<file path="src/rtl/cdr_lock_ctrl.sv">
// CDR acquisition/lock sequencer: measures MMPD activity over fixed sample windows,
// steps the loop-filter gain coarse -> fine -> track and reports lock / loss-of-lock.
module cdr_lock_ctrl #(
   parameter int WIN_LOG2    = 6,
   parameter int ACQ_THR     = 2048,
   parameter int LOCK_THR    = 512,
   parameter int UNLOCK_THR  = 4096,
   parameter int COARSE_WINS = 8,
   parameter int LOCK_WINS   = 4,
   parameter int UNLOCK_WINS = 2,
   parameter int FINE_TMO    = 32,
   parameter int CLEAR_CYC   = 4
) (
   input  logic        clk,
   input  logic        rst,
   input  logic        en,
   input  logic        f_valid,
   input  logic [15:0] f_n,
   input  logic        force_relock,
   output logic [1:0]  gain_sel,
   output logic        filt_clear,
   output logic        filt_hold,
   output logic        locked,
   output logic        lock_lost,
   output logic [2:0]  state
);

   // Handshake: f_valid is a single-cycle qualifier for f_n with no back-pressure;
   // a sample is consumed on every clk edge where f_valid is high in an active state.

   localparam int AW = 15 + WIN_LOG2;

   localparam logic [AW-1:0]       ACQ_THR_C     = AW'(ACQ_THR);
   localparam logic [AW-1:0]       LOCK_THR_C    = AW'(LOCK_THR);
   localparam logic [AW-1:0]       UNLOCK_THR_C  = AW'(UNLOCK_THR);
   localparam logic [7:0]          COARSE_WINS_C = 8'(COARSE_WINS);
   localparam logic [7:0]          LOCK_WINS_C   = 8'(LOCK_WINS);
   localparam logic [7:0]          UNLOCK_WINS_C = 8'(UNLOCK_WINS);
   localparam logic [7:0]          FINE_TMO_C    = 8'(FINE_TMO);
   localparam logic [7:0]          CLEAR_LAST_C  = 8'(CLEAR_CYC - 1);
   localparam logic [WIN_LOG2-1:0] SMP_LAST_C    = {WIN_LOG2{1'b1}};
   localparam logic [WIN_LOG2-1:0] SMP_ONE_C     = WIN_LOG2'(1);

   typedef enum logic [2:0] {
      S_IDLE   = 3'd0,
      S_CLEAR  = 3'd1,
      S_COARSE = 3'd2,
      S_FINE   = 3'd3,
      S_LOCKED = 3'd4
   } state_t;

   state_t              state_q, state_d;
   logic [WIN_LOG2-1:0] smp_cnt_q, smp_cnt_d;
   logic [AW-1:0]       acc_q, acc_d;
   logic [7:0]          win_cnt_q, win_cnt_d;
   logic [7:0]          run_cnt_q, run_cnt_d;
   logic [7:0]          clr_cnt_q, clr_cnt_d;
   logic                lock_lost_q, lock_lost_d;
   logic [1:0]          gain_q, gain_d;
   logic                clear_q, clear_d;
   logic                hold_q, hold_d;
   logic                locked_q, locked_d;

   logic [15:0]   mag_full_v;
   logic [14:0]   mag_v;
   logic [AW-1:0] sum_v;
   logic [7:0]    wins_v;
   logic [7:0]    run_inc_v;
   logic          active_v;

   // |f_n| with -32768 clipped to 32767 so it fits the 15-bit magnitude.
   always_comb begin
      mag_full_v = f_n[15] ? (16'd0 - f_n) : f_n;
      mag_v      = mag_full_v[15] ? 15'h7fff : mag_full_v[14:0];
      sum_v      = acc_q + {{WIN_LOG2{1'b0}}, mag_v};
      wins_v     = (win_cnt_q == 8'hff) ? win_cnt_q : win_cnt_q + 8'd1;
      run_inc_v  = (run_cnt_q == 8'hff) ? run_cnt_q : run_cnt_q + 8'd1;
      active_v   = (state_q == S_COARSE) || (state_q == S_FINE) || (state_q == S_LOCKED);
   end

   always_comb begin
      state_d     = state_q;
      smp_cnt_d   = smp_cnt_q;
      acc_d       = acc_q;
      win_cnt_d   = win_cnt_q;
      run_cnt_d   = run_cnt_q;
      clr_cnt_d   = clr_cnt_q;
      lock_lost_d = 1'b0;

      case (state_q)
         S_IDLE: begin
            if (en) state_d = S_CLEAR;
         end
         S_CLEAR: begin
            if (clr_cnt_q == CLEAR_LAST_C) state_d = S_COARSE;
            else clr_cnt_d = clr_cnt_q + 8'd1;
         end
         S_COARSE, S_FINE, S_LOCKED: begin
            if (f_valid) begin
               if (smp_cnt_q == SMP_LAST_C) begin
                  smp_cnt_d = '0;
                  acc_d     = '0;
                  win_cnt_d = wins_v;
                  if (state_q == S_COARSE) begin
                     if ((wins_v >= COARSE_WINS_C) && (sum_v < ACQ_THR_C)) state_d = S_FINE;
                  end else if (state_q == S_FINE) begin
                     if (sum_v < LOCK_THR_C) begin
                        run_cnt_d = run_inc_v;
                        if (run_inc_v >= LOCK_WINS_C) state_d = S_LOCKED;
                     end else begin
                        run_cnt_d = '0;
                     end
                     if ((state_d != S_LOCKED) && (wins_v >= FINE_TMO_C)) state_d = S_CLEAR;
                  end else begin
                     if (sum_v >= UNLOCK_THR_C) begin
                        run_cnt_d = run_inc_v;
                        if (run_inc_v >= UNLOCK_WINS_C) begin
                           state_d     = S_COARSE;
                           lock_lost_d = 1'b1;
                        end
                     end else begin
                        run_cnt_d = '0;
                     end
                  end
               end else begin
                  smp_cnt_d = smp_cnt_q + SMP_ONE_C;
                  acc_d     = sum_v;
               end
            end
         end
         default: state_d = S_IDLE;
      endcase

      if (!en) begin
         state_d     = S_IDLE;
         lock_lost_d = 1'b0;
      end else if (force_relock && active_v) begin
         state_d     = S_CLEAR;
         lock_lost_d = 1'b0;
      end

      // Every state entry starts from a clean measurement; partial windows are dropped.
      if (state_d != state_q) begin
         smp_cnt_d = '0;
         acc_d     = '0;
         win_cnt_d = '0;
         run_cnt_d = '0;
         clr_cnt_d = '0;
      end
   end

   always_comb begin
      gain_d   = 2'd2;
      clear_d  = 1'b0;
      hold_d   = 1'b0;
      locked_d = 1'b0;
      case (state_d)
         S_IDLE:   hold_d   = 1'b1;
         S_CLEAR:  clear_d  = 1'b1;
         S_FINE:   gain_d   = 2'd1;
         S_LOCKED: begin
            gain_d   = 2'd0;
            locked_d = 1'b1;
         end
         default:  gain_d   = 2'd2;
      endcase
   end

   always_ff @(posedge clk or negedge rst) begin
      if (!rst) begin
         state_q     <= S_IDLE;
         smp_cnt_q   <= '0;
         acc_q       <= '0;
         win_cnt_q   <= '0;
         run_cnt_q   <= '0;
         clr_cnt_q   <= '0;
         lock_lost_q <= 1'b0;
         gain_q      <= 2'd2;
         clear_q     <= 1'b0;
         hold_q      <= 1'b1;
         locked_q    <= 1'b0;
      end else begin
         state_q     <= state_d;
         smp_cnt_q   <= smp_cnt_d;
         acc_q       <= acc_d;
         win_cnt_q   <= win_cnt_d;
         run_cnt_q   <= run_cnt_d;
         clr_cnt_q   <= clr_cnt_d;
         lock_lost_q <= lock_lost_d;
         gain_q      <= gain_d;
         clear_q     <= clear_d;
         hold_q      <= hold_d;
         locked_q    <= locked_d;
      end
   end

   assign gain_sel   = gain_q;
   assign filt_clear = clear_q;
   assign filt_hold  = hold_q;
   assign locked     = locked_q;
   assign lock_lost  = lock_lost_q;
   assign state      = state_q;

endmodule

</file>
<file path="config.mk">
export PLATFORM = sky130hd
export DESIGN_NAME = cdr_lock_ctrl
export DESIGN_NICKNAME = d
export VERILOG_FILES = /design/src/rtl/cdr_lock_ctrl.sv
export SDC_FILE = /design/constraint.sdc
export NUM_CORES = 1
export LEC_CHECK = 0
export CORE_MARGIN = 1.5
export CORE_UTILIZATION = 55
export DETAILED_ROUTE_END_ITERATION = 8
export GPL_TIMING_DRIVEN = 0
export PLACE_DENSITY = 0.79
export SYNTH_ARGS = -nofsm -noshare
export SYNTH_HDL_FRONTEND = slang
export SYNTH_SLANG_ARGS = --single-unit
</file>
<file path="constraint.sdc">
create_clock -name clk -period 7.8 [get_ports clk]
set_clock_uncertainty 0.1 [all_clocks]
set_input_delay 0.78 -clock clk [delete_from_list [all_inputs] [get_ports clk]]
set_output_delay 0.78 -clock clk [all_outputs]
set_load 0.05 [all_outputs]
</file>
## Word level (Yosys, flattened, before mapping)

Index checks and enable logic that the tools add are counted.

- Flip-flop bits (word level): 60
- Bits of input ports: 21
- Output and inout port bits: 9

- $add $sub $neg: 6
- Order comparisons: 7
- Equality and inequality tests: 15
- Multiplexer cells: 59
- Reductions and logical operators: 16

Operators with widths:

| operator | number |
|---|---|
| $mux W8 | 17 |
| $mux W21 | 4 |
| $mux W3 | 18 |
| $add A8 B1 Y8 const B | 3 |
| $mux W6 | 4 |
| $add A21 B15 Y21 | 1 |
| $ge A21 B13 Y1 const B | 1 |
| $lt A21 B10 Y1 const B | 1 |
| $lt A21 B12 Y1 const B | 1 |
| $eq A8 B8 Y1 const B | 2 |
| $mux W16 | 1 |
| $sub A1 B16 Y16 const A | 1 |
| $mux W15 | 1 |
| $mux W1 | 12 |
| $eq A3 B2 Y1 const B | 3 |
| $pmux W3 S3 | 1 |
| $eq A8 B2 Y1 const B | 1 |
| $ge A8 B2 Y1 const B | 1 |
| $ge A8 B3 Y1 const B | 1 |
| $ge A8 B4 Y1 const B | 1 |
| $ge A8 B6 Y1 const B | 1 |
| $reduce_bool A2 Y1 | 4 |
| $add A6 B1 Y6 const B | 1 |
| $eq A3 B1 Y1 const B | 2 |
| other kinds (13) | 20 |

## Longest topological paths before layout

Gate-level depths: netlist of run 1.

- Word-level depth: 24
- Depth in mapped cells: 20
- Mapped depth without buffers: 18

## Worst setup path after synthesis of run 1

Ideal clock, no wire load.

- Kind: input-to-reg
- Start: input f_n[7]
- End: register win_cnt_q[5]
- Arrival: 4.993 ns
- Required time: 7.564 ns
- Slack: 2.571 ns
- Stages on the path: 19
- Cell sequence: or4_1 nor4_1 nand2b_1 nor2_1 nand3_1 clkbuf_1 nand2_1 ha_1 a21o_1 a221o_1 a31oi_2 xnor2_1 or2_0 or4b_4 nor3_4 a21oi_1 o32ai_4 buf_6 a311oi_1

- Longest elaborated chain between the ends: 24
- Elaborated cells on any way between the ends: 32
- Classes of those cells: add/sub (2); order compare (3); eq/ne (2); mux (19); reduce/logical (6)

RTL lines:

| element | line | RTL |
|---|---|---|
| start, declared | 18 | `input logic [15:0] f_n,` |
| $sub A1 B16 Y16 | 73 | `mag_full_v = f_n[15] ? (16'd0 - f_n) : f_n;` |
| $mux W16 * | 73 |  |
| $mux W15 * | 74 | `mag_v = mag_full_v[15] ? 15'h7fff : mag_full_v[14:0];` |
| $add A21 B15 Y21 * | 75 | `sum_v = acc_q + {{WIN_LOG2{1'b0}}, mag_v};` |
| $lt A21 B10 Y1 | 107 | `if (sum_v < LOCK_THR_C) begin` |
| $mux W3 | 107 |  |
| $mux W3 | 106 | `end else if (state_q == S_FINE) begin` |
| $mux W3 | 104 | `if (state_q == S_COARSE) begin` |
| [... 8 more ...] | -- |  |
| $mux W3 * | 100 | `if (smp_cnt_q == SMP_LAST_C) begin` |
| $mux W3 * | 99 | `if (f_valid) begin` |
| $pmux W3 S3 * | 90 | `case (state_q)` |
| $mux W3 * | 137 | `end else if (force_relock && active_v) begin` |
| $mux W3 * | 134 | `if (!en) begin` |
| $ne A3 B3 Y1 * | 143 | `if (state_d != state_q) begin` |
| $reduce_bool A2 Y1 (no line) | -- |  |
| $reduce_and A3 Y1 (no line) | -- |  |
| end signal, assigned | 186 | `win_cnt_q <= win_cnt_d;` |
| end, declared | 55 | `logic [7:0] win_cnt_q, win_cnt_d;` |

Every way passes the cells marked *; elsewhere a longest branch is shown, timed or not. The select of a mux whose other input is x is not followed.
A chain may end at the register's enable or synchronous reset.

## Final worst setup path of run 1

- Start: input f_n[5]
- End: register win_cnt_q[5]

Same word-level chain as after synthesis.

==> results.cfg, run 1 <==
[setup_path]
startpoint_type = input pin
critical-path-top-delay-family = compound AO/OA/AOI/OAI gates
path_buf_inv = 3
crit_arrival_ps = 6230
crit_required_ps = 7910
worstSetupPathType = input pin to flip-flop
cp-end-kind = flip-flop
cp_slowest_cell = or4_1
max_stage_delay_ps = 570
crit_fanout = 10
path_cells = clkdlybuf4s50_1 -> or4_1 -> nor4_1 -> nand2b_1 -> nor2_1 -> nand3_1 -> clkbuf_1 -> nand2_1 -> ha_1 -> a21o_1 -> a221o_1 -> nand4_1 -> a21oi_1 -> o21a_1 -> o2111ai_1 -> o21ai_0 -> o311a_1 -> o32ai_4 -> buf_6 -> a311oi_1

[clock_tree]
clk_path_buf_depth = 2
cts_resized = 0
cts.hold.buffers_added = 0
cts_tree = built
clock-sinks = 60
insertion_delay_ps = 340
cts_buffers = 9
clkTransAtPathRegs_ps = 70
post_cts_buffers = 0
root_buffer = clkbuf_8
htree_levels = 3

[cells_and_area]
stdcell_count = 681
nets = 621
layout_commonest_cell = nor2_1
fillers = 665
final_cell_mix = nor2_1 (67), nand2_1 (66), dfrtp_1 (58)
diodes = 0
drive_above_1_share_pct = 5.18
area.growth.synth_to_final_pct = 14.0

[placed_design]
dp.cells = 665
hpwl_mm = 7.93
gp_congestion = 0.959
io_buffers = 28

[die]
die_x_um = 92.5
start_util_pct = 57.0
coreArea_mm2 = 0.00773
die_h_um = 92.5
std_cell_rows = 32
die-area_mm2 = 0.00855
pin_count = 30

[sta]
fmax_mhz = 163
rsz0062_at_grt = false
slew_headroom_pct = 32.8
hold_violations = 0
setup_tns_ps = 0
post-route-period-util_pct = 78.5
final_max_slew_viol_count = 0
setup-violations-final = 0
period_needed_ps = 6120
worstMarginPinSlew_ps = 998

[status]
outcome = finished clean

[pwr]
power.density_mw_per_mm2 = 139
irDropWorstVdd_uv = 117
leakagePower_nw = 2.17

[routing]
wl_mm = 10.8
viasPerCell = 5.98
route.detailed.drc = 0
ant_nets = 0
wl_per_cell_um = 15.9
vias = 4075
drtIter0Drc = 458
firstDrtPassIters = 5

[grt]
antenna_found_initial = 0
grt_pass1_vias = 4053
grt.overflow.total = 0
grt_max_degree = 32
grt_pass1_wl_mm = 18.6
grt_usage_pct = 27.4

[yosys]
synthMuxAreaShare_pct = 1.39
synth.yosys.warnings = 0
synth-xor-area-share_pct = 6.96
synth_fa_ha_area_share_pct = 7.56
synth_top_family_by_area = simple AND/OR/NAND/NOR gates
synthFlopType = dfrtp_1
synth.avg_cell_area_um2 = 8.24
synthCells = 534
seq_area_frac_synth_pct = 34.2
synth-simple-area-share_pct = 25.2
ys_seq_elements = 60
synth_compound_area_share_pct = 21.5
synth.distinct_cells = 57
syn_area_mm2 = 0.00440
synth_fp_nets = 581
async_flop_share_pct = 100
synth-edff-count = 0

[flow_run]
cap_violations = 0

[worst_hold_path]
hold_class = input pin to asynchronous set/reset pin
==> through the flow <==
| step | hold slack [ps] | utilization [%] | instance area [um^2] | total power, mW | setup slack [ps] |
|---|---|---|---|---|---|
| 2_1_floorplan | 338 | - | 4400 | 0.392 | 2570 |
| 3_3_place_gp | 368 | 62.2 | 4810 | 0.428 | 1480 |
| 3_5_place_dp | 367 | 62.4 | 4820 | 0.432 | 1400 |
| 4_1_cts | 388 | 64.9 | 5020 | 0.702 | 1720 |
| 5_1_grt | 432 | 64.9 | 5020 | 0.729 | 1200 |
| 6_report | 382 | 64.9 | 5020 | 0.699 | 1680 |
==> flip-flops by register name, indices dropped and copies added, names as in the netlist <==
name	count
state	3
locked	1
run_cnt_q	8
clr_cnt_q	8
lock_lost	1
acc_q	21
smp_cnt_q	6
gain_sel	2
filt_hold	1
win_cnt_q	8
filt_clear	1
==> final timing paths <==
check | start | cells past startpoint | endpoint | slack (ps)
setup / recovery | f_n[5] | 20 | win_cnt_q[5] | 1680
hold / removal | rst | 1 | clr_cnt_q[5] | 380
setup reg to reg | acc_q[3] | 12 | win_cnt_q[5] | 3950
hold reg to reg | smp_cnt_q[5] | 1 | smp_cnt_q[5] | 390
max in group asynchronous | rst | 2 | gain_sel[1] | 6520
min in group clk | smp_cnt_q[5] | 1 | smp_cnt_q[5] | 390
==> layer usage <==
metal	global-route usage (%)	wire length [um]	vias to the layer above
li1	-	-	2012
met1	35.0	4900	1926
met2	46.5	5090	114
met3	4.52	562	23
met4	10.1	238	0
met5	0	0	-
==> report_power, final <==
group | internal [mW] | switching, mW
Clock | 0.150 | 0.122
Sequential | 0.314 | 0.00282
Combinational | 0.0435 | 0.0664
Total | 0.508 | 0.191
==> cell usage after synthesis (all sizes together) (3+ instances only) <==
library cell / instances / share of area, %
nand2b: 5 / 0.71
nand2: 66 / 5.6
and4: 4 / 0.80
mux2i: 5 / 1.1
o31ai: 6 / 1.0
o21a: 5 / 0.85
nor2: 67 / 5.7
and2: 6 / 0.85
clkbuf: 15 / 1.3
nor2b: 6 / 0.85
or3: 7 / 0.99
ha: 25 / 7.1
nand3: 19 / 2.2
a31oi: 9 / 1.4
nand4: 4 / 0.57
or2: 4 / 0.57
and3: 16 / 2.3
inv: 8 / 0.68
o21ai: 35 / 4.0
xor2: 21 / 4.2
dfrtp: 58 / 33
a22oi: 11 / 1.9
a21o: 9 / 1.5
nor3: 12 / 1.6
a211oi: 4 / 0.68
buf: 5 / 1.3
a21oi: 49 / 5.6
nand3b: 3 / 0.51
nor4: 5 / 0.71
xnor2: 14 / 2.8
==> worst register-to-register path, cell delays in order, from the launching register on <==
cell and delay (ps):
dfrtp_1 410, ha_1 340, a21o_1 190, a221o_1 430
nand4_1 210, a21oi_1 110, o21a_1 210, o2111ai_1 490
o21ai_0 310, o311a_1 400, o32ai_4 240, buf_6 220
a311oi_1 60
==> cell type report <==
class / instances / area (um^2) / area share (%)
clock inverters: 1 / 5.00 / 0.0998
flip-flops and latches: 60 / 1500 / 30.0
clock buffers: 15 / 186 / 3.72
multi-input cells: 446 / 2760 / 54.9
inverters: 8 / 30.0 / 0.599
well taps: 102 / 128 / 2.54
repair buffers: 29 / 295 / 5.89
plain buffers: 20 / 113 / 2.24
==> cell families (layout without fill, tap and decap cells) <==
logic type,count (synthesis),in the layout
adder cells (fa/ha/maj),26,26
buffers and inverters,28,73
AND/OR/NAND/NOR,230,230
flip-flops,60,60
XOR/XNOR,35,35
multiplexers,6,6
AO/OA/AOI/OAI,149,149
No activity file was read; power rests on OpenSTA's default activity.
==> run 2: changes to the inputs <==
==> constraint.sdc (replaced) <==
create_clock -name clk -period 6.1 [get_ports clk]
set_clock_uncertainty 0.1 [all_clocks]
set_input_delay 0.61 -clock clk [delete_from_list [all_inputs] [get_ports clk]]
set_output_delay 0.61 -clock clk [all_outputs]
set_load 0.05 [all_outputs]
==> run 2 against run 1 <==
Compared with the run above:
- first-iteration DRC count down 7.0%
- die area unchanged
- flip-flop and latch count unchanged
- utilization up 0.57 points
- final area up 0.87%
- clock power up 28%
- via count up 0.91%
- combinational power up 32%
- largest power group unchanged
- highest routed layer unchanged
==> results.cfg, run 2 (same netlist as run 1, synthesis figures left out) <==
[cells_and_area]
final_cell_mix = nor2_1 (67), nand2_1 (66), dfrtp_1 (58)
area.growth.synth_to_final_pct = 15.0
largest_reg_flops = 21
drive_above_1_share_pct = 6.03
nets = 622
fillers = 661
layout_commonest_cell = nor2_1
diodes = 0
top_register = acc_q

[sta]
whs_ps = 210
period_needed_ps = 5780
worstMarginPinSlew_ps = 998
hold_violations = 0
post-route-period-util_pct = 94.8
setup-violations-final = 0
slew_headroom_pct = 32.8
final_max_slew_viol_count = 0
timing.final.ws_setup_ps = 317
rsz0062_at_grt = false
fmax_mhz = 173

[clock_tree]
clock-sinks = 60
cts_tree = built
htree_levels = 3
cts_buffers = 9
clkTransAtPathRegs_ps = 70
cts.hold.buffers_added = 0
root_buffer = clkbuf_8
clk_path_buf_depth = 2
insertion_delay_ps = 350

[die]
die_x_um = 92.5
std_cell_rows = 32
pin_count = 30
coreArea_mm2 = 0.00773
die-area_mm2 = 0.00855
start_util_pct = 57.0
die_h_um = 92.5

[routing]
route.detailed.drc = 0
vias = 4112
viasPerCell = 6.03
wl_mm = 10.9
drtIter0Drc = 426
firstDrtPassIters = 5
wl_per_cell_um = 15.9
ant_nets = 0

[placed_design]
io_buffers = 28
hpwl_mm = 7.93
dp_slack_ps = -127
gp_congestion = 0.959

[pwr]
irDropWorstVdd_uv = 150
power.density_mw_per_mm2 = 178
leakagePower_nw = 2.18

[grt]
grt_usage_pct = 27.4
grt_pass1_vias = 4053
antenna_found_initial = 0
grt.overflow.total = 0
grt_max_degree = 32
grt_pass1_wl_mm = 18.6

[setup_path]
crit_required_ps = 6210
crit_fanout = 10
crit_start = f_n[5]
crit_arrival_ps = 5890
r2r_start = acc_q[3]
worstSetupPathType = input pin to flip-flop
cp-end-kind = flip-flop
startpoint_type = input pin

[flow_run]
cap_violations = 0

[status]
outcome = finished clean

[worst_hold_path]
hold_class = input pin to asynchronous set/reset pin
## run 2: changes by cell type in the layout (fill, tap and decap cells not counted), sizes merged
cell	before	now
buf	7	8
## run 2: power breakdown
part / internal, mW / switching (mW)
Combinational: 0.0586 / 0.0867
Sequential: 0.402 / 0.00370
Clock: 0.192 / 0.158
Total: 0.652 / 0.248
## run 2: metrics by stage
step	setup TNS, ps	power (mW)	utilization, %	area, um^2	instances
after floorplan	0	0.501	-	4400	534
after global placement	-1870	0.548	62.2	4810	664
after detailed placement	-5680	0.552	62.4	4820	665
after CTS	0	0.898	64.9	5020	681
after global routing	0	0.937	65.5	5060	682
final	0	0.900	65.5	5060	682
## run 2: worst paths after layout
kind	to	cells past startpoint	slack, ps
min	clr_cnt_q[5]	1	210
min in group clk	smp_cnt_q[5]	1	390
max	win_cnt_q[5]	21	320
min reg2reg	smp_cnt_q[5]	1	390
max reg2reg	win_cnt_q[5]	13	2340
max in group asynchronous	gain_sel[1]	2	5000
## run 2: cell type report
cell class              instances  area, um^2  share of cell area [%]
well taps                     102         128                    2.52
clock inverters                 1        5.00                  0.0989
inverters                       8        30.0                   0.593
multi-input cells             446        2780                    54.9
flip-flops and latches         60        1500                    29.7
repair buffers                 30         315                    6.23
clock buffers                  15         186                    3.68
plain buffers                  20         113                    2.23
## run 2: repair_timing
| action | in CTS | in global routing |
|---|---|---|
| resized for setup | 0 | 5 |
| endpoints found under the hold margin | 0 | 0 |
| setup buffers | 0 | 1 |
| endpoints found under the setup margin | 0 | 52 |
## run 2: metal layers
layer	routed length, um	global-route usage (%)	up-vias
met5	0	0	-
met4	237	10.1	0
met3	500	4.52	29
met2	5190	46.5	122
met1	4930	35.0	1948
li1	-	-	2013
## run 2: worst max-delay path: stages
cell	delay, ps
clkdlybuf4s50_1	490
or4_1	590
nor4_2	240
nand2b_1	130
nor2_1	170
nand3_1	190
clkbuf_1	280
nand2_1	150
ha_1	270
a21o_1	190
a221o_1	430
a31oi_2	210
xnor2_1	110
or2_0	230
or4b_4	550
nor3_4	230
a21oi_1	150
o32ai_4	300
buf_12	160
buf_6	150
a311oi_1	50
